**src/rtl/fft_pkg.sv**
```systemverilog
// rtl/fft_pkg.sv - shared FFT constants and the complex coefficient type
// Purpose: size constants for the 128-point FFT twiddle path, the Q1.15
//          coefficient struct and the unity constant of the cosine table.
// Ports:   none (package).
package fft_pkg;

    localparam int N_LOG2 = 7;
    localparam int N      = 1 << N_LOG2;
    localparam int IDX_W  = N_LOG2 - 1;
    localparam int DATA_W = 16;
    localparam int QT     = N / 4;
    localparam int ADDR_W = IDX_W;
    localparam int Q_ONE  = 32767;

    typedef struct packed {
        logic signed [DATA_W-1:0] re;
        logic signed [DATA_W-1:0] im;
    } coef_t;

endpackage

```
**src/rtl/twiddle_qrom.sv**
```systemverilog
// rtl/twiddle_qrom.sv - dual-read-port synchronous quarter-wave cosine ROM
// Purpose: Q[a] = round(32767 * cos(2*pi*a/128)), a = 0..32, read on two
//          independent ports with a registered output.
// Ports:   clk, i_en (read/advance enable), i_addr_a/i_addr_b (table
//          addresses), o_data_a/o_data_b (registered table values).
module twiddle_qrom
    import fft_pkg::*;
(
    input  logic              clk,
    input  logic              i_en,
    input  logic [ADDR_W-1:0] i_addr_a,
    input  logic [ADDR_W-1:0] i_addr_b,
    output logic [DATA_W-1:0] o_data_a,
    output logic [DATA_W-1:0] o_data_b
);

    logic [DATA_W-1:0] r_data_a;
    logic [DATA_W-1:0] r_data_b;

    // Round-to-nearest values; addresses above QT never occur and read as 0.
    function automatic logic [DATA_W-1:0] q_value(input logic [ADDR_W-1:0] a);
        case (a)
            6'd0:  q_value = DATA_W'(Q_ONE);
            6'd1:  q_value = 16'd32728;
            6'd2:  q_value = 16'd32609;
            6'd3:  q_value = 16'd32412;
            6'd4:  q_value = 16'd32137;
            6'd5:  q_value = 16'd31785;
            6'd6:  q_value = 16'd31356;
            6'd7:  q_value = 16'd30852;
            6'd8:  q_value = 16'd30273;
            6'd9:  q_value = 16'd29621;
            6'd10: q_value = 16'd28898;
            6'd11: q_value = 16'd28105;
            6'd12: q_value = 16'd27245;
            6'd13: q_value = 16'd26319;
            6'd14: q_value = 16'd25329;
            6'd15: q_value = 16'd24279;
            6'd16: q_value = 16'd23170;
            6'd17: q_value = 16'd22005;
            6'd18: q_value = 16'd20787;
            6'd19: q_value = 16'd19519;
            6'd20: q_value = 16'd18204;
            6'd21: q_value = 16'd16846;
            6'd22: q_value = 16'd15446;
            6'd23: q_value = 16'd14010;
            6'd24: q_value = 16'd12539;
            6'd25: q_value = 16'd11039;
            6'd26: q_value = 16'd9512;
            6'd27: q_value = 16'd7962;
            6'd28: q_value = 16'd6393;
            6'd29: q_value = 16'd4808;
            6'd30: q_value = 16'd3212;
            6'd31: q_value = 16'd1608;
            default: q_value = '0;
        endcase
    endfunction

    always_ff @(posedge clk) begin
        if (i_en) begin
            r_data_a <= q_value(i_addr_a);
            r_data_b <= q_value(i_addr_b);
        end
    end

    assign o_data_a = r_data_a;
    assign o_data_b = r_data_b;

endmodule

```
**src/rtl/twiddle_lookup.sv**
```systemverilog
// rtl/twiddle_lookup.sv - twiddle index to Q1.15 complex coefficient pipeline
// Purpose: maps k = 0..63 to W_N^k = cos(2*pi*k/N) - j*sin(2*pi*k/N) using a
//          quarter-wave table and symmetry; 2-stage valid/ready pipeline.
// Ports:   clk, rst (sync, active-high); in_valid/in_ready/in_idx/in_last
//          index stream; out_valid/out_ready/out_re/out_im/out_last
//          coefficient stream.
module twiddle_lookup
    import fft_pkg::*;
(
    input  logic                     clk,
    input  logic                     rst,
    input  logic                     in_valid,
    output logic                     in_ready,
    input  logic [IDX_W-1:0]         in_idx,
    input  logic                     in_last,
    output logic                     out_valid,
    input  logic                     out_ready,
    output logic signed [DATA_W-1:0] out_re,
    output logic signed [DATA_W-1:0] out_im,
    output logic                     out_last
);

    localparam logic [ADDR_W-1:0] L_QT = QT[ADDR_W-1:0];

    logic              w_en;
    logic [ADDR_W-1:0] w_cos_addr;
    logic [ADDR_W-1:0] w_sin_addr;
    logic              w_cos_neg;
    logic [DATA_W-1:0] w_cos_q;
    logic [DATA_W-1:0] w_sin_q;

    logic              r_s1_valid;
    logic              r_s1_neg;
    logic              r_s1_last;
    logic              r_s2_valid;
    coef_t             r_coef;
    logic              r_out_last;

    // Whole pipeline advances together; only a full, stalled stage 2 blocks it.
    assign w_en     = !r_s2_valid || out_ready;
    assign in_ready = w_en;

    always_comb begin
        w_cos_addr = in_idx;
        w_sin_addr = L_QT - in_idx;
        w_cos_neg  = 1'b0;
        if (in_idx > L_QT) begin
            // 2*QT - k: 2*QT equals 2^ADDR_W, so plain negation wraps to it.
            w_cos_addr = ADDR_W'(0) - in_idx;
            w_sin_addr = in_idx - L_QT;
            w_cos_neg  = 1'b1;
        end
    end

    twiddle_qrom u_qrom (
        .clk      (clk),
        .i_en     (w_en),
        .i_addr_a (w_cos_addr),
        .i_addr_b (w_sin_addr),
        .o_data_a (w_cos_q),
        .o_data_b (w_sin_q)
    );

    always_ff @(posedge clk) begin
        if (rst) begin
            r_s1_valid <= 1'b0;
            r_s1_neg   <= 1'b0;
            r_s1_last  <= 1'b0;
            r_s2_valid <= 1'b0;
            r_coef     <= '0;
            r_out_last <= 1'b0;
        end else if (w_en) begin
            r_s1_valid <= in_valid;
            r_s1_neg   <= w_cos_neg;
            r_s1_last  <= in_last;
            r_s2_valid <= r_s1_valid;
            // Output data only changes on a real coefficient, so bubbles and
            // post-reset cycles never expose stale ROM contents.
            if (r_s1_valid) begin
                r_coef.re  <= r_s1_neg ? -$signed(w_cos_q) : $signed(w_cos_q);
                r_coef.im  <= -$signed(w_sin_q);
                r_out_last <= r_s1_last;
            end
        end
    end

    assign out_valid = r_s2_valid;
    assign out_re    = r_coef.re;
    assign out_im    = r_coef.im;
    assign out_last  = r_out_last;

endmodule

```
**config.mk**
```make
export PLATFORM = sky130hd
export DESIGN_NAME = twiddle_lookup
export DESIGN_NICKNAME = d
export VERILOG_FILES = /design/src/rtl/fft_pkg.sv /design/src/rtl/twiddle_qrom.sv /design/src/rtl/twiddle_lookup.sv
export SDC_FILE = /design/constraint.sdc
export NUM_CORES = 1
export LEC_CHECK = 0
export CAP_MARGIN = 20
export CORE_ASPECT_RATIO = 0.5
export CORE_UTILIZATION = 45
export DETAILED_ROUTE_END_ITERATION = 10
export GPL_ROUTABILITY_DRIVEN = 0
export PLACE_DENSITY = 0.73
export SYNTH_ARGS = -nofsm -noshare
export SYNTH_HDL_FRONTEND = slang
export SYNTH_HIERARCHICAL = 1
export SYNTH_SLANG_ARGS = --single-unit
```
**constraint.sdc**
```tcl
create_clock -name clk -period 4.2 [get_ports clk]
set_input_delay 0.84 -clock clk [delete_from_list [all_inputs] [get_ports clk]]
set_output_delay 0.84 -clock clk [all_outputs]
set_load 0.01 [all_outputs]
```
# Word-level counts from Yosys, hierarchy flattened
# Memory sizes are Yosys's and may differ from the RTL's. A register that Yosys moved wholly into a read port is not among the register bits.
# Cells that the tools add are included.
# totals
mem_bits_ro,960
elab_cells,24
register_bits,69
input_bits,11
n_memories,2
# op_classes
mux,4
order_cmp,1
addsub,5
reduce_logical,3
# mem_list
memory,words,width,read_ports,rd_ports_with_merged_regs,write_ports,line_no,source
(name not given),32,15,1,1,0,twiddle_qrom.sv:22,case (a)
(name not given),32,15,1,1,0,twiddle_qrom.sv:22,
# ops
cell,count
negator 16 bit,2
two-way mux 16 bit,1
two-way mux 6 bit,2
greater-than comparator 6 bit (second input constant),1
subtractor 1 x 6 -> 6 bit (first input constant),1
subtractor 6 bit (first input constant),1
subtractor 6 bit (second input constant),1
AND reduction 2 bit,1
logical NOT 1 bit,1
logical OR 1 bit,1
two-way mux 1 bit,1

# Logic depth before layout (Yosys ltp)
# logic_depth
ltp_word,3
ltp_mapped,13

# Cells and area by module
# Netlist, hierarchy kept.
# modules_own_cells
mod,seq_area_each_um2,instances,cells_each,area_each_um2
twiddle_qrom,900.9,1,301,2620.0
twiddle_lookup,740.7,1,264,2134.5

# Worst setup path after synthesis
# Ideal clock, no wire load.
# synth_timing
path_type,input -> register
from,in in_idx[1]
to,"reg u_qrom.r_data_a[2], in the netlist u_qrom/o_data_a[2] (data pin)"
cell_stages,10
setup_time_ps,203
arrival_time_ps,3269
slack_ps,728
path_cell_list,inv_1 ha_1 nand2b_1 o31a_1 o21ai_0 buf_6 inv_4 ha_1 mux4_2 a2111oi_1
# synth_via
elab_chain_len,2
word_cells_on_any_way,3
# synth_rtl
item,line_no,source
"start, declared",twiddle_lookup.sv:14,"input logic [IDX_W-1:0] in_idx,"
subtractor 1 x 6 -> 6 bit / greater-than comparator 6 bit (equally long branches),"twiddle_lookup.sv:49, twiddle_lookup.sv:47",
two-way mux 6 bit *,twiddle_lookup.sv:47,if (in_idx > L_QT) begin
via w_cos_addr[1],twiddle_lookup.sv:26,logic [ADDR_W-1:0] w_cos_addr;
"end, declared",twiddle_qrom.sv:17,logic [DATA_W-1:0] r_data_a;
# The timed path passes the listed nets; every way through them passes the cells marked *.
# A chain may end at the register's enable or synchronous reset.

# Worst setup path after layout
# layout_timing
from,in in_idx[1]
to,"reg u_qrom.r_data_b[6], in the netlist u_qrom/o_data_b[6] (data pin)"
# layout_via
elab_chain_len,2
word_cells_on_any_way,4
# layout_rtl
item,line_no,source
subtractor 6 bit (tied with other cells),twiddle_lookup.sv:45,w_sin_addr = L_QT - in_idx;
two-way mux 6 bit *,twiddle_lookup.sv:47,
via w_sin_addr[1],twiddle_lookup.sv:27,logic [ADDR_W-1:0] w_sin_addr;
"end, declared",twiddle_qrom.sv:18,logic [DATA_W-1:0] r_data_b;
# Marks and branches as above.

==> results.sh <==
export IMPL_outcome="complete, but fails checks"
export IMPL_failed_checks="design-rule violations"
export IMPL_dp_cells=729
export IMPL_arrival_ns=3.72
export IMPL_synth_edff_count=30
export IMPL_hold_class="flip-flop to flip-flop"
export IMPL_post_cts_setup_buffers=0
export IMPL_power_density_nw_per_um2=415
export IMPL_hold_viol=0
export IMPL_ys_seq_area_frac=0.345
export IMPL_rows=26
export IMPL_dr_wl_met3_um=896
export IMPL_postRouteAntennaNets=0
export IMPL_final_cell_mix="63 x nand2_1, 50 x nor2_1, 45 x clkdlybuf4s50_1, 40 x a21oi_1, 37 x dfxtp_1"
export IMPL_register_area_um2=1640
export IMPL_viasPerCell=5.83
export IMPL_p_clk_frac=0.341
export IMPL_dieWidth_um=147
export IMPL_dp_slack_ns=0.268
export IMPL_p_leak_nw=2.09
export IMPL_whs_ns=0.451
export IMPL_drc=1
export IMPL_p_switching_w=0.000732
export IMPL_antenna_found_initial=0
export IMPL_period_share=0.876
export IMPL_combPwrFrac=0.275
export IMPL_htree_levels=3
export IMPL_dr_wl_met2_um=4560
export IMPL_maxSlewViolCount=0
export IMPL_max_cap_viol_count=0
export IMPL_worstPathRequired_ns=4.25
export IMPL_final_min_clock_period_ns=3.68
export IMPL_rsz0062_at_grt="no"
export IMPL_cts_root_buffer="clkbuf_16"
export IMPL_diodes=0
export IMPL_ys_seq_elements=67
export IMPL_yosysWarnings=36
export IMPL_grt_pass1_vias=3666
export IMPL_die_area_um2=11000
export IMPL_top_level_ports=46
export IMPL_critPathKind="input pin to flip-flop"
export IMPL_wl_per_cell_um=15.3
export IMPL_io_buffer_count=45
export IMPL_ys_types=71
export IMPL_clkLatencyLatePin_ns=0.32
export IMPL_fin_nets=632
export IMPL_cts_tree="done"
export IMPL_numCtsBuffers=9
export IMPL_clk_pin_slew_worst_paths_ns=0.06
export IMPL_skew_ns=0.00696
export IMPL_netSwitchingFraction=0.309
export IMPL_grt_remaining_overflow=0
export IMPL_worstMarginPinSlew_ns=0.720
export IMPL_cts_hold_buffers=0
export IMPL_cts_path_max_buffers=2
export IMPL_p_int_w=0.00164
export IMPL_fin_util=0.557
export IMPL_crit_path_max_fanout=8
export IMPL_cts_repair_resize_count=0
export IMPL_wl_um=11400
export IMPL_setup_viol=0
export IMPL_synth_area_um2=4750
export IMPL_syn_instance_count=565
export IMPL_layout_cells_most_common="nand2_1"
export IMPL_dpl_hpwl_um=8170
export IMPL_wl_met1_um=5800
export IMPL_dr_max_layer_used="met4"
export IMPL_ir_drop_mv=0.207
export IMPL_grt_pass1_wl_um=18600
export IMPL_die_y_um=74.7
export IMPL_first_pass_iters=8
export IMPL_start_util=0.464
export IMPL_grt_max_degree=37
export IMPL_areaGrowthSynthToFinish_pct=20.0
export IMPL_setup_ws_ns=0.523
export IMPL_max_clock_freq_mhz=272
export IMPL_crit_path_end_kind="flip-flop"
export IMPL_startpoint_type="input pin"
export IMPL_maxSlewHeadroom=0.519
export IMPL_core_um2=10200
export IMPL_yosys_most_used_dff="dfxtp_1"
export IMPL_dr_total_vias=4345
export IMPL_n_fill_cell=907
export IMPL_layoutNonFillerInstCount=745
export IMPL_grt_usage=0.212
export IMPL_pwr_share_seq=0.384
export IMPL_setup_tns_ns=0
export IMPL_clkSinkCount=67
export IMPL_dr_first_iter_drc_count=507
export IMPL_drive_gt1_frac=0.109
export IMPL_async_reset_ff_frac=0
export IMPL_avgSynthCellArea_um2=8.42
export IMPL_multiInputGateArea_um2=2850
worst paths after layout:
kind / end / slack [ns] / cells past startpoint / start
setup / recovery: u_qrom/o_data_b[6]$_SDFFCE_PP0P_ / 0.52 / 13 / in_idx[1]
hold / removal: out_im[7]$_SDFFE_PP0P_ / 0.45 / 2 / out_im[7]$_SDFFE_PP0P_
setup reg to reg: out_re[10]$_SDFFE_PP0P_ / 2.03 / 7 / u_qrom/o_data_a[0]$_SDFFCE_PP0P_
hold reg to reg: out_im[7]$_SDFFE_PP0P_ / 0.45 / 2 / out_im[7]$_SDFFE_PP0P_
flip-flops by register name (all words and copies together) (netlist names):
signal	cells
u_qrom/o_data_b	15
r_s1_neg	1
r_s1_last	1
out_re	16
u_qrom/o_data_a	15
out_im	16
out_last	1
out_valid	1
r_s1_valid	1
final cells by class:
| type | instances | share of cell area |
|---|---|---|
| Timing Repair Buffer | 66 | 0.107 |
| Inverter | 25 | 0.0169 |
| Tap cell | 140 | 0.0307 |
| Clock inverter | 3 | 0.00702 |
| Sequential cell | 67 | 0.288 |
| Multi-Input combinational cell | 431 | 0.500 |
| Clock buffer | 13 | 0.0513 |
metrics by stage:
stage	total power, W	cell area (um^2)
2_1_floorplan	0.00135	4760
3_3_place_gp	0.00154	5370
3_5_place_dp	0.00156	5370
4_1_cts	0.00237	5710
5_1_grt	0.00249	5710
6_report	0.00237	5710
cells in the mapped netlist (14+ instances only):
cell type	instances	area, um^2
nand2_1	63	236
o21ai_0	35	175
a21oi_1	40	200
edfxtp_1	30	901
ha_1	21	263
dfxtp_1	37	741
nor2_1	50	188
xor2_1	14	123
a211oi_1	18	135
nand3_1	16	80.1
inv_1	22	82.6
clkbuf_1	25	93.8
nand2b_1	16	100
kinds of logic after synthesis:
logic type,count (synthesis),synth area share
adders and majority gates,21,0.0553
xor gates and xnor gates,24,0.0442
muxes,17,0.0447
buffers and inverters,68,0.0637
AOI/OAI and AO/OA,165,0.228
and+or+nand+nor,202,0.218
other,1,0.000789
DFF,67,0.345
power by group through the flow:
stage	clock network (W)	registers, W	logic (W)
2_1_floorplan	0	0.000898	0.000452
3_3_place_gp	0	0.000913	0.000631
3_5_place_dp	0	0.000918	0.000638
4_1_cts	0.000821	0.000905	0.000642
5_1_grt	0.000852	0.000921	0.000717
6_report	0.000807	0.000909	0.000651
metal layers:
metal | track usage | vias up
li1 | - | 2113
met5 | 0 | -
met2 | 0.307 | 204
met1 | 0.326 | 2014
met3 | 0.0345 | 14
met4 | 0.0515 | 0
worst max-delay path, stage by stage:
cell and delay, ns:
clkdlybuf4s50_1 0.52, inv_1 0.08, ha_1 0.21, nand2b_1 0.12
o31a_1 0.17, buf_4 0.15, mux2_2 0.36, inv_1 0.19
ha_1 0.37, nand2b_1 0.15, nand2_1 0.07, a221oi_1 0.35
o22ai_1 0.14
Note: power is estimated with default switching activity, not from simulation.
